**src/rtl/echo_request_input_pipes_if.sv**
```systemverilog
// Host-to-hardware request bundle for the Echo portal: message-size query, two word-push
// channels, the per-method valid/ready outputs and the dropped-write count.
interface echo_request_input_pipes_if #(parameter int ERR_CNT_W = 16);
    logic [15:0]          portalIfc_messageSize_size_methodNumber;
    logic [15:0]          portalIfc_messageSize_size;
    logic                 RDY_portalIfc_messageSize_size;
    logic [31:0]          portalIfc_requests_0_enq_v;
    logic                 EN_portalIfc_requests_0_enq;
    logic                 RDY_portalIfc_requests_0_enq;
    logic                 portalIfc_requests_0_notFull;
    logic [31:0]          portalIfc_requests_1_enq_v;
    logic                 EN_portalIfc_requests_1_enq;
    logic                 RDY_portalIfc_requests_1_enq;
    logic                 portalIfc_requests_1_notFull;
    logic                 methods_say_valid;
    logic [31:0]          methods_say_v;
    logic                 methods_say_ready;
    logic                 methods_say2_valid;
    logic [31:0]          methods_say2_a;
    logic [31:0]          methods_say2_b;
    logic                 methods_say2_ready;
    logic [ERR_CNT_W-1:0] portalIfc_err_count;

    modport slave (
        input  portalIfc_messageSize_size_methodNumber,
        output portalIfc_messageSize_size, RDY_portalIfc_messageSize_size,
        input  portalIfc_requests_0_enq_v, EN_portalIfc_requests_0_enq,
        output RDY_portalIfc_requests_0_enq, portalIfc_requests_0_notFull,
        input  portalIfc_requests_1_enq_v, EN_portalIfc_requests_1_enq,
        output RDY_portalIfc_requests_1_enq, portalIfc_requests_1_notFull,
        output methods_say_valid, methods_say_v,
        input  methods_say_ready,
        output methods_say2_valid, methods_say2_a, methods_say2_b,
        input  methods_say2_ready,
        output portalIfc_err_count
    );

    modport master (
        output portalIfc_messageSize_size_methodNumber,
        input  portalIfc_messageSize_size, RDY_portalIfc_messageSize_size,
        output portalIfc_requests_0_enq_v, EN_portalIfc_requests_0_enq,
        input  RDY_portalIfc_requests_0_enq, portalIfc_requests_0_notFull,
        output portalIfc_requests_1_enq_v, EN_portalIfc_requests_1_enq,
        input  RDY_portalIfc_requests_1_enq, portalIfc_requests_1_notFull,
        input  methods_say_valid, methods_say_v,
        output methods_say_ready,
        input  methods_say2_valid, methods_say2_a, methods_say2_b,
        output methods_say2_ready,
        input  portalIfc_err_count
    );
endinterface

```
**src/rtl/echo_request_input_pipes.sv**
```systemverilog
// Echo request input pipes: collects pushed 32-bit words into say(v) / say2(a,b) messages held
// in one-entry buffers. Define ECHO_REQ_ERRCNT_EN to count words pushed while a channel is full.
module echo_request_input_pipes #(
    parameter int ERR_CNT_W = 16
) (
    input  logic                        CLK,
    input  logic                        RST_N,
    echo_request_input_pipes_if.slave   pif
);
    logic        full0_q, full0_d;
    logic [31:0] say_v_q, say_v_d;
    logic        full1_q, full1_d;
    logic        idx_q, idx_d;
    logic [31:0] say2_a_q, say2_a_d;
    logic [31:0] say2_b_q, say2_b_d;
    logic        acc0, acc1;

    assign acc0 = pif.EN_portalIfc_requests_0_enq & ~full0_q;
    assign acc1 = pif.EN_portalIfc_requests_1_enq & ~full1_q;

    always_comb begin
        full0_d  = full0_q;
        say_v_d  = say_v_q;
        full1_d  = full1_q;
        idx_d    = idx_q;
        say2_a_d = say2_a_q;
        say2_b_d = say2_b_q;
        // Consume and accept are exclusive per channel: accept needs !full, consume needs full.
        if (full0_q && pif.methods_say_ready) full0_d = 1'b0;
        if (acc0) begin
            say_v_d = pif.portalIfc_requests_0_enq_v;
            full0_d = 1'b1;
        end
        if (full1_q && pif.methods_say2_ready) full1_d = 1'b0;
        if (acc1) begin
            if (!idx_q) begin
                say2_a_d = pif.portalIfc_requests_1_enq_v;
                idx_d    = 1'b1;
            end else begin
                say2_b_d = pif.portalIfc_requests_1_enq_v;
                idx_d    = 1'b0;
                full1_d  = 1'b1;
            end
        end
    end

    always_ff @(posedge CLK) begin
        if (!RST_N) begin
            full0_q  <= 1'b0;
            say_v_q  <= '0;
            full1_q  <= 1'b0;
            idx_q    <= 1'b0;
            say2_a_q <= '0;
            say2_b_q <= '0;
        end else begin
            full0_q  <= full0_d;
            say_v_q  <= say_v_d;
            full1_q  <= full1_d;
            idx_q    <= idx_d;
            say2_a_q <= say2_a_d;
            say2_b_q <= say2_b_d;
        end
    end

    always_comb begin
        case (pif.portalIfc_messageSize_size_methodNumber)
            16'd0:   pif.portalIfc_messageSize_size = 16'd32;
            16'd1:   pif.portalIfc_messageSize_size = 16'd64;
            default: pif.portalIfc_messageSize_size = 16'd0;
        endcase
    end

    assign pif.RDY_portalIfc_messageSize_size = 1'b1;
    assign pif.RDY_portalIfc_requests_0_enq   = ~full0_q;
    assign pif.portalIfc_requests_0_notFull   = ~full0_q;
    assign pif.RDY_portalIfc_requests_1_enq   = ~full1_q;
    assign pif.portalIfc_requests_1_notFull   = ~full1_q;
    assign pif.methods_say_valid              = full0_q;
    assign pif.methods_say_v                  = say_v_q;
    assign pif.methods_say2_valid             = full1_q;
    assign pif.methods_say2_a                 = say2_a_q;
    assign pif.methods_say2_b                 = say2_b_q;

`ifdef ECHO_REQ_ERRCNT_EN
    logic [ERR_CNT_W-1:0] err_cnt_q, err_cnt_d;
    logic [1:0]           drop_inc;
    logic [ERR_CNT_W:0]   err_sum;

    assign drop_inc = {1'b0, pif.EN_portalIfc_requests_0_enq & full0_q}
                    + {1'b0, pif.EN_portalIfc_requests_1_enq & full1_q};
    assign err_sum  = {1'b0, err_cnt_q} + {{(ERR_CNT_W-1){1'b0}}, drop_inc};

    // Carry out of the extended sum means the count would wrap; pin it at all ones.
    always_comb begin
        err_cnt_d = err_sum[ERR_CNT_W] ? {ERR_CNT_W{1'b1}} : err_sum[ERR_CNT_W-1:0];
    end

    always_ff @(posedge CLK) begin
        if (!RST_N) err_cnt_q <= '0;
        else        err_cnt_q <= err_cnt_d;
    end

    assign pif.portalIfc_err_count = err_cnt_q;
`else
    assign pif.portalIfc_err_count = {ERR_CNT_W{1'b0}};
`endif
endmodule

```
**src/flat_wrapper.sv**
```systemverilog
// flat-port wrapper written by rule: the top's interface ports become plain ports
module echo_request_input_pipes_flat 
#(
    parameter int ERR_CNT_W = 16
)
  (CLK, RST_N, pif_portalIfc_messageSize_size_methodNumber, pif_portalIfc_messageSize_size, pif_RDY_portalIfc_messageSize_size, pif_portalIfc_requests_0_enq_v, pif_EN_portalIfc_requests_0_enq, pif_RDY_portalIfc_requests_0_enq, pif_portalIfc_requests_0_notFull, pif_portalIfc_requests_1_enq_v, pif_EN_portalIfc_requests_1_enq, pif_RDY_portalIfc_requests_1_enq, pif_portalIfc_requests_1_notFull, pif_methods_say_valid, pif_methods_say_v, pif_methods_say_ready, pif_methods_say2_valid, pif_methods_say2_a, pif_methods_say2_b, pif_methods_say2_ready, pif_portalIfc_err_count);
  echo_request_input_pipes_if #(.ERR_CNT_W(ERR_CNT_W)) pif_i ();
  input  logic CLK;
  input  logic RST_N;
  input wire logic [$bits(pif_i.portalIfc_messageSize_size_methodNumber)-1:0] pif_portalIfc_messageSize_size_methodNumber;
  output wire logic [$bits(pif_i.portalIfc_messageSize_size)-1:0] pif_portalIfc_messageSize_size;
  output wire logic [$bits(pif_i.RDY_portalIfc_messageSize_size)-1:0] pif_RDY_portalIfc_messageSize_size;
  input wire logic [$bits(pif_i.portalIfc_requests_0_enq_v)-1:0] pif_portalIfc_requests_0_enq_v;
  input wire logic [$bits(pif_i.EN_portalIfc_requests_0_enq)-1:0] pif_EN_portalIfc_requests_0_enq;
  output wire logic [$bits(pif_i.RDY_portalIfc_requests_0_enq)-1:0] pif_RDY_portalIfc_requests_0_enq;
  output wire logic [$bits(pif_i.portalIfc_requests_0_notFull)-1:0] pif_portalIfc_requests_0_notFull;
  input wire logic [$bits(pif_i.portalIfc_requests_1_enq_v)-1:0] pif_portalIfc_requests_1_enq_v;
  input wire logic [$bits(pif_i.EN_portalIfc_requests_1_enq)-1:0] pif_EN_portalIfc_requests_1_enq;
  output wire logic [$bits(pif_i.RDY_portalIfc_requests_1_enq)-1:0] pif_RDY_portalIfc_requests_1_enq;
  output wire logic [$bits(pif_i.portalIfc_requests_1_notFull)-1:0] pif_portalIfc_requests_1_notFull;
  output wire logic [$bits(pif_i.methods_say_valid)-1:0] pif_methods_say_valid;
  output wire logic [$bits(pif_i.methods_say_v)-1:0] pif_methods_say_v;
  input wire logic [$bits(pif_i.methods_say_ready)-1:0] pif_methods_say_ready;
  output wire logic [$bits(pif_i.methods_say2_valid)-1:0] pif_methods_say2_valid;
  output wire logic [$bits(pif_i.methods_say2_a)-1:0] pif_methods_say2_a;
  output wire logic [$bits(pif_i.methods_say2_b)-1:0] pif_methods_say2_b;
  input wire logic [$bits(pif_i.methods_say2_ready)-1:0] pif_methods_say2_ready;
  output wire logic [$bits(pif_i.portalIfc_err_count)-1:0] pif_portalIfc_err_count;
  assign pif_i.portalIfc_messageSize_size_methodNumber = pif_portalIfc_messageSize_size_methodNumber;
  assign pif_portalIfc_messageSize_size = pif_i.portalIfc_messageSize_size;
  assign pif_RDY_portalIfc_messageSize_size = pif_i.RDY_portalIfc_messageSize_size;
  assign pif_i.portalIfc_requests_0_enq_v = pif_portalIfc_requests_0_enq_v;
  assign pif_i.EN_portalIfc_requests_0_enq = pif_EN_portalIfc_requests_0_enq;
  assign pif_RDY_portalIfc_requests_0_enq = pif_i.RDY_portalIfc_requests_0_enq;
  assign pif_portalIfc_requests_0_notFull = pif_i.portalIfc_requests_0_notFull;
  assign pif_i.portalIfc_requests_1_enq_v = pif_portalIfc_requests_1_enq_v;
  assign pif_i.EN_portalIfc_requests_1_enq = pif_EN_portalIfc_requests_1_enq;
  assign pif_RDY_portalIfc_requests_1_enq = pif_i.RDY_portalIfc_requests_1_enq;
  assign pif_portalIfc_requests_1_notFull = pif_i.portalIfc_requests_1_notFull;
  assign pif_methods_say_valid = pif_i.methods_say_valid;
  assign pif_methods_say_v = pif_i.methods_say_v;
  assign pif_i.methods_say_ready = pif_methods_say_ready;
  assign pif_methods_say2_valid = pif_i.methods_say2_valid;
  assign pif_methods_say2_a = pif_i.methods_say2_a;
  assign pif_methods_say2_b = pif_i.methods_say2_b;
  assign pif_i.methods_say2_ready = pif_methods_say2_ready;
  assign pif_portalIfc_err_count = pif_i.portalIfc_err_count;
  echo_request_input_pipes #(.ERR_CNT_W(ERR_CNT_W)) u_core (.CLK(CLK), .RST_N(RST_N), .pif(pif_i));
endmodule
```
**config.mk**
```make
export PLATFORM = sky130hd
export DESIGN_NAME = echo_request_input_pipes_flat
export DESIGN_NICKNAME = d
export VERILOG_FILES = /design/src/rtl/echo_request_input_pipes_if.sv /design/src/rtl/echo_request_input_pipes.sv /design/src/flat_wrapper.sv
export SDC_FILE = /design/constraint.sdc
export NUM_CORES = 1
export LEC_CHECK = 0
export BUFFER_PORTS_ARGS = -buffer_cell sky130_fd_sc_hd__buf_2
export CAP_MARGIN = 20
export CORE_MARGIN = 8
export CORE_UTILIZATION = 44
export DETAILED_ROUTE_END_ITERATION = 8
export PLACE_DENSITY = 0.8
export SYNTH_ARGS = -nofsm -noshare
export SYNTH_HDL_FRONTEND = slang
export SYNTH_SLANG_ARGS = --single-unit
```
**constraint.sdc**
```tcl
create_clock -name CLK -period 1.6 [get_ports CLK]
set_input_delay 0.16 -clock CLK [delete_from_list [all_inputs] [get_ports CLK]]
set_output_delay 0.16 -clock CLK [all_outputs]
set_load 0.005 [all_outputs]
```
==> summary.md <==
| Metric | Value |
|---|---|
| Outcome | `completed` |
| Global-route congestion overflow total | `0` |
| Slowest cell on crit path | `sky130_fd_sc_hd__or4b_2` |
| Area fraction of the dominant cell type after synthesis | `51.25%` |
| Largest net degree at the start of global routing | `67` |
| Number of synthesized flops with an enable pin | `0` |
| Critical Path RT | `between 1 and 1.5 ns` |
| I/O Buffers | `189` |
| Worst reg2reg startpoint | `u_core.idx_q$_SDFFE_PN0N_` |
| Element type at the critical path end | `primary output` |
| Total count of max-transition violations in the final report | `0` |
| DR top layer | `met5` |
| Library cell with the largest summed area after synthesis | `sky130_fd_sc_hd__dfxtp_1` |
| Post-detailed-routing wire length | `around 11000 um` |
| Vias/cell | `between 4 and 5` |
| Final period utilization | `between 90 and 100%` |
| Critical Path Max Stage Delay | `between 0.6 and 0.7 ns` |
| Summed negative setup slack over all endpoints | `0 ns` |
| Initial Util | `44.78%` |
| PostCTS Resize Cnt | `0` |
| Clock Tree Buf Depth | `2` |
| Leakage | `approximately 2.4 nW` |
| Critical path launch point type | `input pin` |
| Post-placement cell count | `between 700 and 800` |
| R2R cell count | `4` |
| H-Tree Depth | `3` |
| Startpoint-to-endpoint class of the critical path | `in2out` |
| Netlist Area Pre-Place | `0.003867 mm^2` |
| Placer's final routability congestion estimate | `roughly 0.74` |
| Source-to-sink clock delay at the later pin of the worst-skew pair | `about 0.35 ns` |
| First element of the critical path | `pif_portalIfc_messageSize_size_methodNumber[3]` |
| Area growth from synthesis to layout | `27.47%` |
| Cell Pwr Density | `just over 1000 mW/mm^2` |
| Number of DRC markers after the initial detailed-route iteration | `approximately 100` |
| Count of buffering cells on the critical path with inverters included | `2` |
| Count of hold buffers inserted by post-cts repair | `0` |
| Met3 Routed Length | `~1100 um` |
| Yosys warning count | `0` |
| CTS tree | `yes` |
| Worst IR Drop VDD | `around 470 uV` |
| Synth area leaders | `sky130_fd_sc_hd__dfxtp_1 51%, sky130_fd_sc_hd__nand2_1 9.5%, sky130_fd_sc_hd__nand3_1 8.3%, sky130_fd_sc_hd__buf_4 6.4%, sky130_fd_sc_hd__a21boi_0 6.2%` |
| Fmax | `approximately 700 MHz` |
| Core area | `0.008636 mm^2` |
| Routed length on met1 | `~3900 um` |
| DRC violations left | `0` |
| GRT Util Overall | `between 15 and 20%` |
| Final HPWL from detailed placement | `between 8000 and 9000 um` |
| Detailed-route via count | `between 3000 and 4000` |
| Number of distinct standard cells referenced by the synthesized netlist | `25` |
| Clock-pin transition on the worst setup and hold timing paths | `0.09 ns` |
| Global-route wire length before repair | `~16000 um` |
| Final core utilization | `between 50 and 60%` |
| Sink count of the clock tree | `about 100` |
| Row cnt | `34` |
| Die width | `about 110 um` |
| Async S/R FF share, synth | `0%` |
| Number of nets in the layout | `approximately 700` |
| Routed met2 length | `~5400 um` |
| Share of the yosys chip area belonging to registers | `~50%` |
| Post-CTS setup-driven buffer insertion count | `0` |
| Maximum net fanout on the critical path | `2` |
| Post-synthesis sequential element count | `99` |
| Die Y-Extent | `109.8 um` |
| Max-capacitance violation count | `0` |
| Routed length per instance | `~15 um` |
| Data arrival time of the critical path | `approximately 1.3 ns` |
| Final cell count without fillers | `around 730` |
| Number of setup violations in the final report | `0` |
| Post-Synthesis Cells | `446` |
| Cell type group with the largest total delay on the critical path | `simple AND/OR/NAND/NOR gates` |
| Overall power | `0.004958 W` |
| End point of the worst hold path | `u_core.pif.methods_say_v[31]$_SDFFE_PN0P_` |
| First-pass DRT Iterations | `4` |
| Cell Chain, Critical Path | `buf_2 > or4b_2 > nor3_1 > buf_2` |
| Clock root buffer master | `sky130_fd_sc_hd__clkbuf_8` |
| Antenna diodes | `0` |
| Mean area per synthesized cell | `between 8 and 9 um^2` |
| Hold Path Stages | `3` |
| Worst clock skew | `approximately 0.011 ns` |
| Worst hold-check path type | `in2reg` |
| Layout cell share with drive strength beyond 1 | `37.84%` |
| I/O pin count | `between 200 and 250` |
| Clock period minus final worst setup slack | `roughly 1.5 ns` |
| Worst setup margin | `~0.13 ns` |
| Most numerous cell in the Yosys netlist | `sky130_fd_sc_hd__dfxtp_1` |
| Number of antenna violations at the first check in global routing | `1` |
| Final Hold Fails | `0` |
| Die outline area | `0.01205 mm^2` |
| RSZ-0062 raised after global routing | `no` |
| Worst slack at placement | `approximately 0.12 ns` |
| Reg2Reg Setup Slack | `between 0.15 and 0.2 ns` |
| Via count of the first global-routing pass | `about 3400` |
| Reg2reg end | `u_core.pif.methods_say2_a[15]$_SDFFE_PN0P_` |
| Most frequent cell on the critical path | `sky130_fd_sc_hd__buf_2` |
| Residual antenna-violating net count after detailed routing | `0` |
| Number of buffers created by CTS | `9` |
| Synth Flop Type | `sky130_fd_sc_hd__dfxtp_1` |
| Top post-synthesis cells by count | `99 x sky130_fd_sc_hd__dfxtp_1, 98 x sky130_fd_sc_hd__nand2_1, 64 x sky130_fd_sc_hd__nand3_1` |
| Worst hold start | `pif_portalIfc_requests_0_enq_v[31]` |
-- metal layers --
| layer | vias to the layer above | GRT usage (%) |
|---|---|---|
| met3 | 22 | 4.924 |
| li1 | 1771 | - |
| met1 | 1585 | 17.44 |
| met4 | 2 | 7.715 |
| met2 | 167 | 30.32 |
| met5 | - | 0 |
-- worst register-to-register path: stages, from the launching register on --
cell	delay [ns]
sky130_fd_sc_hd__dfxtp_1	0.33
sky130_fd_sc_hd__or3b_2	0.55
sky130_fd_sc_hd__buf_4	0.26
sky130_fd_sc_hd__nand3_1	0.14
sky130_fd_sc_hd__o21ai_2	0.05
-- state kept, by name, summed over array words and instances (netlist names) --
signal	flops
u_core.pif.methods_say2_a	32
u_core.idx_q	1
u_core.pif.methods_say2_b	32
u_core.pif.methods_say_valid	1
u_core.pif.methods_say_v	32
u_core.pif.methods_say2_valid	1
-- power by group --
part,switching [W],internal (W)
sequential,0.0000696,0.00261
combinational,0.000375,0.000292
clock,0.000849,0.000767
-- area by class of cell --
type                       count  area [um^2]
fill                         809         3706
multi-input combinational    305         1545
sequential                    99         1982
tap                          108        135.1
clock buffer                  10        137.6
clock inverter                 6        65.06
inverter                       3        11.26
timing repair buffer         198         1054
-- placed cells by master (no fill, tap or decap) --
master | synthesis | final
sky130_fd_sc_hd__a21boi_0 | 32 | 32
sky130_fd_sc_hd__o21ai_2 | 17 | 17
sky130_fd_sc_hd__a21boi_2 | 1 | 1
sky130_fd_sc_hd__nor2b_2 | 0 | 1
sky130_fd_sc_hd__or4_1 | 2 | 2
sky130_fd_sc_hd__clkinv_2 | 0 | 2
sky130_fd_sc_hd__buf_4 | 33 | 7
sky130_fd_sc_hd__and2_1 | 1 | 1
sky130_fd_sc_hd__nand2b_1 | 1 | 1
sky130_fd_sc_hd__o21ai_0 | 34 | 34
sky130_fd_sc_hd__nor3_1 | 2 | 2
sky130_fd_sc_hd__clkinvlp_4 | 0 | 1
sky130_fd_sc_hd__nand3_1 | 64 | 64
sky130_fd_sc_hd__conb_1 | 2 | 31
sky130_fd_sc_hd__bufinv_16 | 0 | 1
sky130_fd_sc_hd__nand3b_1 | 1 | 1
sky130_fd_sc_hd__inv_1 | 3 | 3
sky130_fd_sc_hd__or3b_2 | 0 | 1
sky130_fd_sc_hd__dfxtp_1 | 99 | 99
sky130_fd_sc_hd__clkinv_4 | 0 | 2
sky130_fd_sc_hd__nand2_1 | 98 | 98
sky130_fd_sc_hd__buf_12 | 0 | 3
sky130_fd_sc_hd__o211a_1 | 1 | 1
sky130_fd_sc_hd__or4b_2 | 1 | 1
sky130_fd_sc_hd__buf_2 | 13 | 188
sky130_fd_sc_hd__nor4_1 | 2 | 2
sky130_fd_sc_hd__o21ai_1 | 15 | 15
sky130_fd_sc_hd__clkbuf_8 | 0 | 10
-- how the worst max path moves through the flow --
stage	endpoint	slack [ns]	depth (start not counted)
2_1_floorplan	u_core.pif.methods_say2_a[24]$_SDFFE_PN0P_	0.37	5
3_3_place_gp	pif_portalIfc_messageSize_size[6]	0.1	4
3_5_place_dp	pif_portalIfc_messageSize_size[6]	0.12	4
4_1_cts	pif_portalIfc_messageSize_size[6]	0.12	4
5_1_grt	pif_portalIfc_messageSize_size[6]	0.07	4
6_report	pif_portalIfc_messageSize_size[6]	0.13	4
-- cell families (layout without fill, tap and decap cells) --
family	Yosys count	in the layout	synth area share (%)
other cells	2	31	0.1942
buf+inv	71	217	11.68
flops	99	99	51.25
simple gates	174	174	19.93
compound gates	100	100	16.95
-- through the flow --
| stage | instance area, um^2 | hold slack [ns] |
|---|---|---|
| 6_report | 4930 | 0.05167 |
| 5_1_grt | 4930 | 0.02550 |
| 4_1_cts | 4930 | 0.03090 |
| 3_5_place_dp | 4727 | 0.4176 |
| 3_3_place_gp | 4727 | 0.4090 |
| 2_1_floorplan | 3976 | 0.2978 |
(Power assumes the default switching activity.)
